==> src/rtl/aq_gemac_pkg.sv <==
// Shared GEMAC definitions: address widths, ARP table field widths and the
// ARP cache controller state encoding.
package aq_gemac_pkg;

    localparam int unsigned IP_W  = 32;
    localparam int unsigned MAC_W = 48;
    localparam int unsigned CNT_W = 6;

    typedef enum logic [2:0] {
        StIdle,
        StLscan,
        StLdone,
        StUscan,
        StUwrite
    } arpc_state_e;

endpackage

==> src/rtl/aq_gemac_arp_cache_if.sv <==
// ARPC lookup handshake plus the ARP-RX learn port, as seen between the L3
// control block / ARP parser (master) and the ARP cache (slave).
interface aq_gemac_arp_cache_if;
    import aq_gemac_pkg::*;

    logic             ARPC_ENABLE;
    logic             ARPC_REQUEST;
    logic [IP_W-1:0]  ARPC_IP_ADDRESS;
    logic             ARPC_VALID;
    logic             ARPC_HIT;
    logic [MAC_W-1:0] ARPC_MAC_ADDRESS;
    logic             UPD_WE;
    logic             UPD_READY;
    logic [IP_W-1:0]  UPD_IP;
    logic [MAC_W-1:0] UPD_MAC;

    modport master (
        output ARPC_ENABLE, ARPC_REQUEST, ARPC_IP_ADDRESS, UPD_WE, UPD_IP, UPD_MAC,
        input  ARPC_VALID, ARPC_HIT, ARPC_MAC_ADDRESS, UPD_READY
    );

    modport slave (
        input  ARPC_ENABLE, ARPC_REQUEST, ARPC_IP_ADDRESS, UPD_WE, UPD_IP, UPD_MAC,
        output ARPC_VALID, ARPC_HIT, ARPC_MAC_ADDRESS, UPD_READY
    );

endinterface

==> src/rtl/aq_gemac_arp_table.sv <==
// Flop-based ARP entry array: one indexed read port, one indexed write port,
// bulk age/expire, bulk flush and a registered count of valid entries.
module aq_gemac_arp_table
    import aq_gemac_pkg::*;
#(
    parameter int unsigned Entries = 8,
    parameter int unsigned AgeW    = 8,
    parameter int unsigned MaxAge  = 200
) (
    input  logic                        clk_i,
    input  logic                        rst_i,
    input  logic [$clog2(Entries)-1:0]  rd_idx_i,
    output logic                        rd_valid_o,
    output logic [IP_W-1:0]             rd_ip_o,
    output logic [MAC_W-1:0]            rd_mac_o,
    output logic [AgeW-1:0]             rd_age_o,
    input  logic                        we_i,
    input  logic [$clog2(Entries)-1:0]  wr_idx_i,
    input  logic [IP_W-1:0]             wr_ip_i,
    input  logic [MAC_W-1:0]            wr_mac_i,
    input  logic                        age_inc_i,
    input  logic                        flush_i,
    output logic [CNT_W-1:0]            count_o
);

    localparam logic [AgeW-1:0] MaxAgeV = AgeW'(MaxAge);

    logic [Entries-1:0] valid_q;
    logic [IP_W-1:0]    ip_q   [Entries];
    logic [MAC_W-1:0]   mac_q  [Entries];
    logic [AgeW-1:0]    age_q  [Entries];
    logic [AgeW-1:0]    age_nxt[Entries];
    logic [CNT_W-1:0]   count_q, count_d;

    always_comb begin
        rd_valid_o = valid_q[rd_idx_i];
        rd_ip_o    = ip_q[rd_idx_i];
        rd_mac_o   = mac_q[rd_idx_i];
        rd_age_o   = age_q[rd_idx_i];
        count_d    = '0;
        for (int i = 0; i < Entries; i++) begin
            age_nxt[i] = age_q[i] + 1'b1;
            count_d    = count_d + CNT_W'(valid_q[i]);
        end
    end

    // Flush beats aging beats the write; the controller never issues the latter two together.
    always_ff @(posedge clk_i) begin
        if (rst_i) begin
            valid_q <= '0;
            count_q <= '0;
            for (int i = 0; i < Entries; i++) begin
                ip_q[i]  <= '0;
                mac_q[i] <= '0;
                age_q[i] <= '0;
            end
        end else begin
            count_q <= count_d;
            if (flush_i) begin
                valid_q <= '0;
            end else if (age_inc_i) begin
                for (int i = 0; i < Entries; i++) begin
                    if (valid_q[i]) begin
                        age_q[i] <= age_nxt[i];
                        if (age_nxt[i] == MaxAgeV) valid_q[i] <= 1'b0;
                    end
                end
            end else if (we_i) begin
                valid_q[wr_idx_i] <= 1'b1;
                ip_q[wr_idx_i]    <= wr_ip_i;
                mac_q[wr_idx_i]   <= wr_mac_i;
                age_q[wr_idx_i]   <= '0;
            end
        end
    end

    assign count_o = count_q;

endmodule

==> src/rtl/aq_gemac_arp_cache.sv <==
// ARP cache: resolves IPv4 to MAC for the L3 control block by sequential scan,
// learns from ARP RX with match/free/oldest replacement, ages on an external tick.
module aq_gemac_arp_cache
    import aq_gemac_pkg::*;
#(
    parameter int unsigned ENTRIES = 8,
    parameter int unsigned AGE_W   = 8,
    parameter int unsigned MAX_AGE = 200
) (
    input  logic                 CLK,
    input  logic                 RST,
    aq_gemac_arp_cache_if.slave  arpc,
    input  logic                 AGE_TICK,
    input  logic                 FLUSH,
    output logic [CNT_W-1:0]     ENTRY_COUNT
);

    localparam int unsigned      IDX_W    = $clog2(ENTRIES);
    localparam logic [IDX_W-1:0] LAST_IDX = IDX_W'(ENTRIES - 1);

    arpc_state_e      state_q, state_d;
    logic [IDX_W-1:0] idx_q;
    logic [IP_W-1:0]  ip_q;
    logic [MAC_W-1:0] mac_q, res_mac_q;
    logic             hit_q, age_pend_q;
    logic             match_vld_q, free_vld_q, old_vld_q;
    logic [IDX_W-1:0] match_idx_q, free_idx_q, old_idx_q;
    logic [AGE_W-1:0] old_age_q;

    logic             rd_valid;
    logic [IP_W-1:0]  rd_ip;
    logic [MAC_W-1:0] rd_mac;
    logic [AGE_W-1:0] rd_age;
    logic             tbl_we, tbl_age, tbl_flush;
    logic [IDX_W-1:0] wr_idx;

    logic in_idle, age_go, upd_drop, req_skip, rd_hit, last_idx;
    logic take_upd, take_req;

    always_comb begin
        in_idle  = (state_q == StIdle);
        age_go   = AGE_TICK | age_pend_q;
        upd_drop = (arpc.UPD_IP == '0) | ~arpc.ARPC_ENABLE;
        req_skip = (arpc.ARPC_IP_ADDRESS == '0) | ~arpc.ARPC_ENABLE;
        // ip_q holds the lookup IP in LSCAN and the learned IP in USCAN
        rd_hit   = rd_valid & (rd_ip == ip_q);
        last_idx = (idx_q == LAST_IDX);
        wr_idx   = match_vld_q ? match_idx_q : (free_vld_q ? free_idx_q : old_idx_q);
    end

    always_ff @(posedge CLK) begin
        if (RST) state_q <= StIdle;
        else     state_q <= state_d;
    end

    always_comb begin
        state_d = state_q;
        case (state_q)
            StIdle: begin
                if (take_upd)      state_d = upd_drop ? StIdle : StUscan;
                else if (take_req) state_d = req_skip ? StLdone : StLscan;
            end
            StLscan:  if (rd_hit || last_idx) state_d = StLdone;
            StLdone:  state_d = StIdle;
            StUscan:  if (last_idx) state_d = StUwrite;
            StUwrite: state_d = StIdle;
            default:  state_d = StIdle;
        endcase
        if (FLUSH) state_d = StIdle;
    end

    always_comb begin
        take_upd              = in_idle & ~FLUSH & ~age_go & arpc.UPD_WE;
        take_req              = in_idle & ~FLUSH & ~age_go & ~arpc.UPD_WE & arpc.ARPC_REQUEST;
        tbl_flush             = FLUSH;
        tbl_age               = in_idle & ~FLUSH & age_go;
        tbl_we                = (state_q == StUwrite) & ~FLUSH;
        arpc.UPD_READY        = in_idle & ~RST & ~FLUSH & ~age_go;
        arpc.ARPC_VALID       = (state_q == StLdone) & ~RST;
        arpc.ARPC_HIT         = (state_q == StLdone) & ~RST & hit_q;
        arpc.ARPC_MAC_ADDRESS = res_mac_q;
    end

    always_ff @(posedge CLK) begin
        if (RST) begin
            idx_q       <= '0;
            ip_q        <= '0;
            mac_q       <= '0;
            res_mac_q   <= '0;
            hit_q       <= 1'b0;
            age_pend_q  <= 1'b0;
            match_vld_q <= 1'b0;
            free_vld_q  <= 1'b0;
            old_vld_q   <= 1'b0;
            match_idx_q <= '0;
            free_idx_q  <= '0;
            old_idx_q   <= '0;
            old_age_q   <= '0;
        end else begin
            // Ticks arriving while busy collapse into one pending application
            age_pend_q <= (age_pend_q | AGE_TICK) & ~tbl_age & ~FLUSH;

            if (in_idle) idx_q <= '0;
            else if (state_q == StLscan || state_q == StUscan) idx_q <= idx_q + 1'b1;

            if (take_upd) begin
                ip_q        <= arpc.UPD_IP;
                mac_q       <= arpc.UPD_MAC;
                match_vld_q <= 1'b0;
                free_vld_q  <= 1'b0;
                old_vld_q   <= 1'b0;
            end else if (take_req) begin
                ip_q  <= arpc.ARPC_IP_ADDRESS;
                hit_q <= 1'b0;
            end

            if (state_q == StLscan && rd_hit) begin
                hit_q     <= 1'b1;
                res_mac_q <= rd_mac;
            end

            if (state_q == StUscan) begin
                if (rd_hit && !match_vld_q) begin
                    match_vld_q <= 1'b1;
                    match_idx_q <= idx_q;
                end
                if (!rd_valid && !free_vld_q) begin
                    free_vld_q <= 1'b1;
                    free_idx_q <= idx_q;
                end
                // Strict compare keeps the lowest index among equally old entries
                if (rd_valid && (!old_vld_q || rd_age > old_age_q)) begin
                    old_vld_q <= 1'b1;
                    old_idx_q <= idx_q;
                    old_age_q <= rd_age;
                end
            end
        end
    end

    aq_gemac_arp_table #(
        .Entries (ENTRIES),
        .AgeW    (AGE_W),
        .MaxAge  (MAX_AGE)
    ) u_table (
        .clk_i      (CLK),
        .rst_i      (RST),
        .rd_idx_i   (idx_q),
        .rd_valid_o (rd_valid),
        .rd_ip_o    (rd_ip),
        .rd_mac_o   (rd_mac),
        .rd_age_o   (rd_age),
        .we_i       (tbl_we),
        .wr_idx_i   (wr_idx),
        .wr_ip_i    (ip_q),
        .wr_mac_i   (mac_q),
        .age_inc_i  (tbl_age),
        .flush_i    (tbl_flush),
        .count_o    (ENTRY_COUNT)
    );

endmodule

==> src/flat_wrapper.sv <==
// flat-port wrapper written by rule: the top's interface ports become plain ports
module aq_gemac_arp_cache_flat import aq_gemac_pkg::*;
#(
    parameter int unsigned ENTRIES = 8,
    parameter int unsigned AGE_W   = 8,
    parameter int unsigned MAX_AGE = 200
)
  (CLK, RST, AGE_TICK, FLUSH, ENTRY_COUNT, arpc_ARPC_ENABLE, arpc_ARPC_REQUEST, arpc_ARPC_IP_ADDRESS, arpc_UPD_WE, arpc_UPD_IP, arpc_UPD_MAC, arpc_ARPC_VALID, arpc_ARPC_HIT, arpc_ARPC_MAC_ADDRESS, arpc_UPD_READY);
  aq_gemac_arp_cache_if arpc_i ();
  input  logic CLK;
  input  logic RST;
  input  logic AGE_TICK;
  input  logic FLUSH;
  output logic [CNT_W-1:0] ENTRY_COUNT;
  input wire logic [$bits(arpc_i.ARPC_ENABLE)-1:0] arpc_ARPC_ENABLE;
  input wire logic [$bits(arpc_i.ARPC_REQUEST)-1:0] arpc_ARPC_REQUEST;
  input wire logic [$bits(arpc_i.ARPC_IP_ADDRESS)-1:0] arpc_ARPC_IP_ADDRESS;
  input wire logic [$bits(arpc_i.UPD_WE)-1:0] arpc_UPD_WE;
  input wire logic [$bits(arpc_i.UPD_IP)-1:0] arpc_UPD_IP;
  input wire logic [$bits(arpc_i.UPD_MAC)-1:0] arpc_UPD_MAC;
  output wire logic [$bits(arpc_i.ARPC_VALID)-1:0] arpc_ARPC_VALID;
  output wire logic [$bits(arpc_i.ARPC_HIT)-1:0] arpc_ARPC_HIT;
  output wire logic [$bits(arpc_i.ARPC_MAC_ADDRESS)-1:0] arpc_ARPC_MAC_ADDRESS;
  output wire logic [$bits(arpc_i.UPD_READY)-1:0] arpc_UPD_READY;
  assign arpc_i.ARPC_ENABLE = arpc_ARPC_ENABLE;
  assign arpc_i.ARPC_REQUEST = arpc_ARPC_REQUEST;
  assign arpc_i.ARPC_IP_ADDRESS = arpc_ARPC_IP_ADDRESS;
  assign arpc_i.UPD_WE = arpc_UPD_WE;
  assign arpc_i.UPD_IP = arpc_UPD_IP;
  assign arpc_i.UPD_MAC = arpc_UPD_MAC;
  assign arpc_ARPC_VALID = arpc_i.ARPC_VALID;
  assign arpc_ARPC_HIT = arpc_i.ARPC_HIT;
  assign arpc_ARPC_MAC_ADDRESS = arpc_i.ARPC_MAC_ADDRESS;
  assign arpc_UPD_READY = arpc_i.UPD_READY;
  aq_gemac_arp_cache #(.ENTRIES(ENTRIES), .AGE_W(AGE_W), .MAX_AGE(MAX_AGE)) u_core (.CLK(CLK), .RST(RST), .arpc(arpc_i), .AGE_TICK(AGE_TICK), .FLUSH(FLUSH), .ENTRY_COUNT(ENTRY_COUNT));
endmodule
==> config.mk <==
export PLATFORM = sky130hd
export DESIGN_NAME = aq_gemac_arp_cache_flat
export DESIGN_NICKNAME = d
export VERILOG_FILES = /design/src/rtl/aq_gemac_pkg.sv /design/src/rtl/aq_gemac_arp_cache_if.sv /design/src/rtl/aq_gemac_arp_table.sv /design/src/rtl/aq_gemac_arp_cache.sv /design/src/flat_wrapper.sv
export SDC_FILE = /design/constraint.sdc
export NUM_CORES = 1
export LEC_CHECK = 0
export BUFFER_PORTS_ARGS = -buffer_cell sky130_fd_sc_hd__buf_4
export CAP_MARGIN = 15
export CORE_ASPECT_RATIO = 0.75
export CORE_MARGIN = 5
export CORE_UTILIZATION = 25
export DETAILED_ROUTE_END_ITERATION = 12
export PLACE_DENSITY = 0.38
export SYNTH_ARGS = -nofsm -noshare
export SYNTH_HDL_FRONTEND = slang
export SYNTH_SLANG_ARGS = --single-unit
==> constraint.sdc <==
create_clock -name CLK -period 8.85 [get_ports CLK]
set_input_delay 0.885 -clock CLK [delete_from_list [all_inputs] [get_ports CLK]]
set_output_delay 0.885 -clock CLK [all_outputs]
set_load 0.005 [all_outputs]
==> out/metrics.csv <==
metric,value,unit
PortBufs,173,
GR Util met3,2.46,%
total stage count of the critical path,9,
Switching Share,22.7,%
max-slew violations,0,
"FF+latch count, synth",875,
most frequent cell after synthesis,and2_1,
CP max-delay cell,dfxtp_4,
"CP delay by family, top",simple AND/OR/NAND/NOR gates,
initial antenna violation count,3,
Max Cap Violations,0,
Worst-Margin Slew,1.20,ns
global placer's final weighted congestion,0.713,
Crit. End Element,register,
Final Hold Vio Count,0,
vias in the first global route,24400,
Sink Count,875,
area of the mapped netlist,39700,sq um
Max clock buf depth,3,
FMAX,207,MHz
final setup TNS,0,ns
Mapped Avg Cell Area,13.0,sq um
Worst R2R Path Depth,9,
Flop pwr share,50.3,%
setup violators final,0,
vias post-DR,23500,
"FFs w/ async S/R, synth",0,%
Crit path largest cell delay,1.09,ns
design area,46400,sq um
full die area,167000,sq um
Area contributors post-synth,"edfxtp_1 (48%), dfxtp_1 (12%), and2_1 (10%)",
Die Ht,355,um
CP required,9.43,ns
GR Util met1,20.8,%
dpl hpwl,67000,um
Total Routing Usage GR,14.2,%
Worst R2R End,u_core.arpc.ARPC_MAC_ADDRESS[4]$_SDFFE_PP0P_,
RSZ-0062 raised after global routing,no,
CP Max Fanout,57,
largest net degree at the start of global routing,162,
Comb power frac,3.7,%
critical path arrival,5.41,ns
Rows,126,
Ys Warns,0,
most used routing layer,met2,
"CTS clk-pin slew, worst paths",0.06,ns
Post-CTS Setup Repair Bufs,0,
Mapped Cells,3048,
clock period minus worst slack,4.83,ns
Congestion Overflow GR,0,
share of layout cells above drive strength 1,18.7,%
CTS root buf,clkbuf_16,
CP Cell Sequence,buf_4 > mux4_2 > mux2i_1 > xor2_1 > nand4_1 > nor3_1 > nand3_1 > or3_4 > mux2_2,
clk_skew,0.0221,ns
Non-Filler Instances,5337,
Worst slew margin,20.0,%
flop2flop setup slack,4.02,ns
status,"complete, no violations",
drt wl/cell,22.6,um
Synth top area share,48.4,%
CP startpoint kind,register,
Syn-to-layout area delta,16.8,%
die width,470,um
critical path class,register to register,
initial core utilization,25.2,%
residual DRC count,0,
Post-synth EDFFs,640,
Commonest cells post-synth,"and2_1 (645), edfxtp_1 (640), dfxtp_1 (235)",
Max VDD drop,0.000121,V
clock share of power,46.0,%
Pwr per Cell Area,196,nW/um^2
total CTS buffers,100,
hold buffer count at cts,0,
Hold WC Path Type,input port to register,
nets@finish,3279,
IO Pins,176,
post_cts resized,0,
post-layout util,29.4,%
Final Cycle Share,54.5,%
Pint,7.05,mW
Leak,16.1,nW
met2 Use GR,22.2,%
TritonCTS clock tree,built,
Via density,4.41,
Total Wirelength,120000,um
Synth Flop Type,edfxtp_1,
drt first pass iters,5,
worst skew pair latency,0.70,ns
DP Area,43200,sq um
register area share after synthesis,60.2,%
Core ar.,158000,sq um
switching pwr,2.07,mW
distinct cell type count after synthesis,52,
placed insts,5145,
depth of the CTS H-tree,3,
first-pass GRT wire length,177000,um
initial DRC count,1483,
Final ANT Viol Nets,0,
WHS,0.432,ns
Worst Path Buf+Inv,1,
Synth area leader,edfxtp_1,
CP Capture Point,u_core.arpc.ARPC_MAC_ADDRESS[4]$_SDFFE_PP0P_,
-- worst min-delay path by stage --
stage                                                start                               end  slack [ns]  depth (start not counted)
final                                     arpc_UPD_MAC[11]     u_core.mac_q[11]$_SDFFE_PP0P_        0.43                          3
after global routing                      arpc_UPD_MAC[28]     u_core.mac_q[28]$_SDFFE_PP0P_        0.40                          3
after CTS                                 arpc_UPD_MAC[11]     u_core.mac_q[11]$_SDFFE_PP0P_        0.37                          3
after detailed placement  u_core.old_age_q[0]$_SDFFE_PP0P_  u_core.old_age_q[0]$_SDFFE_PP0P_        0.45                          2
after global placement    u_core.old_age_q[0]$_SDFFE_PP0P_  u_core.old_age_q[0]$_SDFFE_PP0P_        0.45                          2
after floorplan           u_core.old_age_q[0]$_SDFFE_PP0P_  u_core.old_age_q[0]$_SDFFE_PP0P_        0.44                          2
-- per-stage QoR --
step / power [mW] / worst slack, ns
after floorplan: 4.83 / 3.78
after global placement: 5.03 / 3.97
after detailed placement: 5.03 / 3.89
after CTS: 9.27 / 3.89
after global routing: 9.46 / 3.65
final: 9.12 / 4.02
-- power by group through the flow --
stage          Combinational (mW)  Sequential [mW]  Clock (mW)
5_1_grt                     0.370             4.60        4.49
6_report                    0.339             4.59        4.19
3_3_place_gp                0.352             4.68           0
3_5_place_dp                0.351             4.68           0
2_1_floorplan               0.205             4.63           0
4_1_cts                     0.352             4.59        4.33
-- per-layer routing --
| layer | routed length, um | vias to the layer above |
|---|---|---|
| met1 | 60600 | 12000 |
| met2 | 54300 | 322 |
| li1 | - | 11100 |
| met4 | 1470 | 0 |
| met3 | 4070 | 106 |
| met5 | 0 | - |
-- cell families after synthesis --
family / synth area share (%)
flops: 60.2
fa+ha+maj: 0.863
xor+xnor: 1.92
buf+inv: 2.63
simple gates: 17.6
other cells: 0.00944
mux: 13.8
compound gates: 2.95
-- cell type report --
class | count | area (sq um)
Antenna cell | 4 | 10.0
Clock buffer | 139 | 2780
Clock inverter | 49 | 478
Fill cell | 16000 | 111000
Inverter | 21 | 78.8
Multi-Input combinational cell | 1924 | 14900
Sequential cell | 875 | 23900
Tap cell | 2112 | 2640
Timing Repair Buffer | 213 | 1620
-- flip-flops by register name, indices dropped and copies added (netlist names), 4 cells and up, named ones only --
register / count
u_core.u_table.mac_q: 384
u_core.ip_q: 32
u_core.u_table.ip_q: 256
u_core.arpc.ARPC_MAC_ADDRESS: 48
u_core.u_table.count_o: 4
u_core.old_age_q: 8
u_core.u_table.valid_q: 8
u_core.u_table.age_q: 64
u_core.mac_q: 48
-- worst register-to-register path, cell delays in order, from the launching register on --
cell and delay, ns:
dfxtp_4 1.09, buf_4 0.54, mux4_2 0.55, mux2i_1 0.17
xor2_1 0.28, nand4_1 0.19, nor3_1 0.37, nand3_1 0.21
or3_4 0.71, mux2_2 0.61
-- cell usage in the layout, fill, tap and decap left out, types with 60 or more instances in the layout --
| cell | Yosys | final |
|---|---|---|
| dfxtp_1 | 235 | 229 |
| mux4_2 | 166 | 166 |
| clkbuf_16 | 0 | 101 |
| edfxtp_1 | 640 | 640 |
| nand2_1 | 212 | 211 |
| nor2_1 | 195 | 187 |
| buf_4 | 3 | 211 |
| mux2i_1 | 110 | 110 |
| xor2_1 | 60 | 60 |
| a21oi_1 | 82 | 82 |
| and2_1 | 645 | 645 |
No activity file was read; power rests on OpenSTA's default activity.
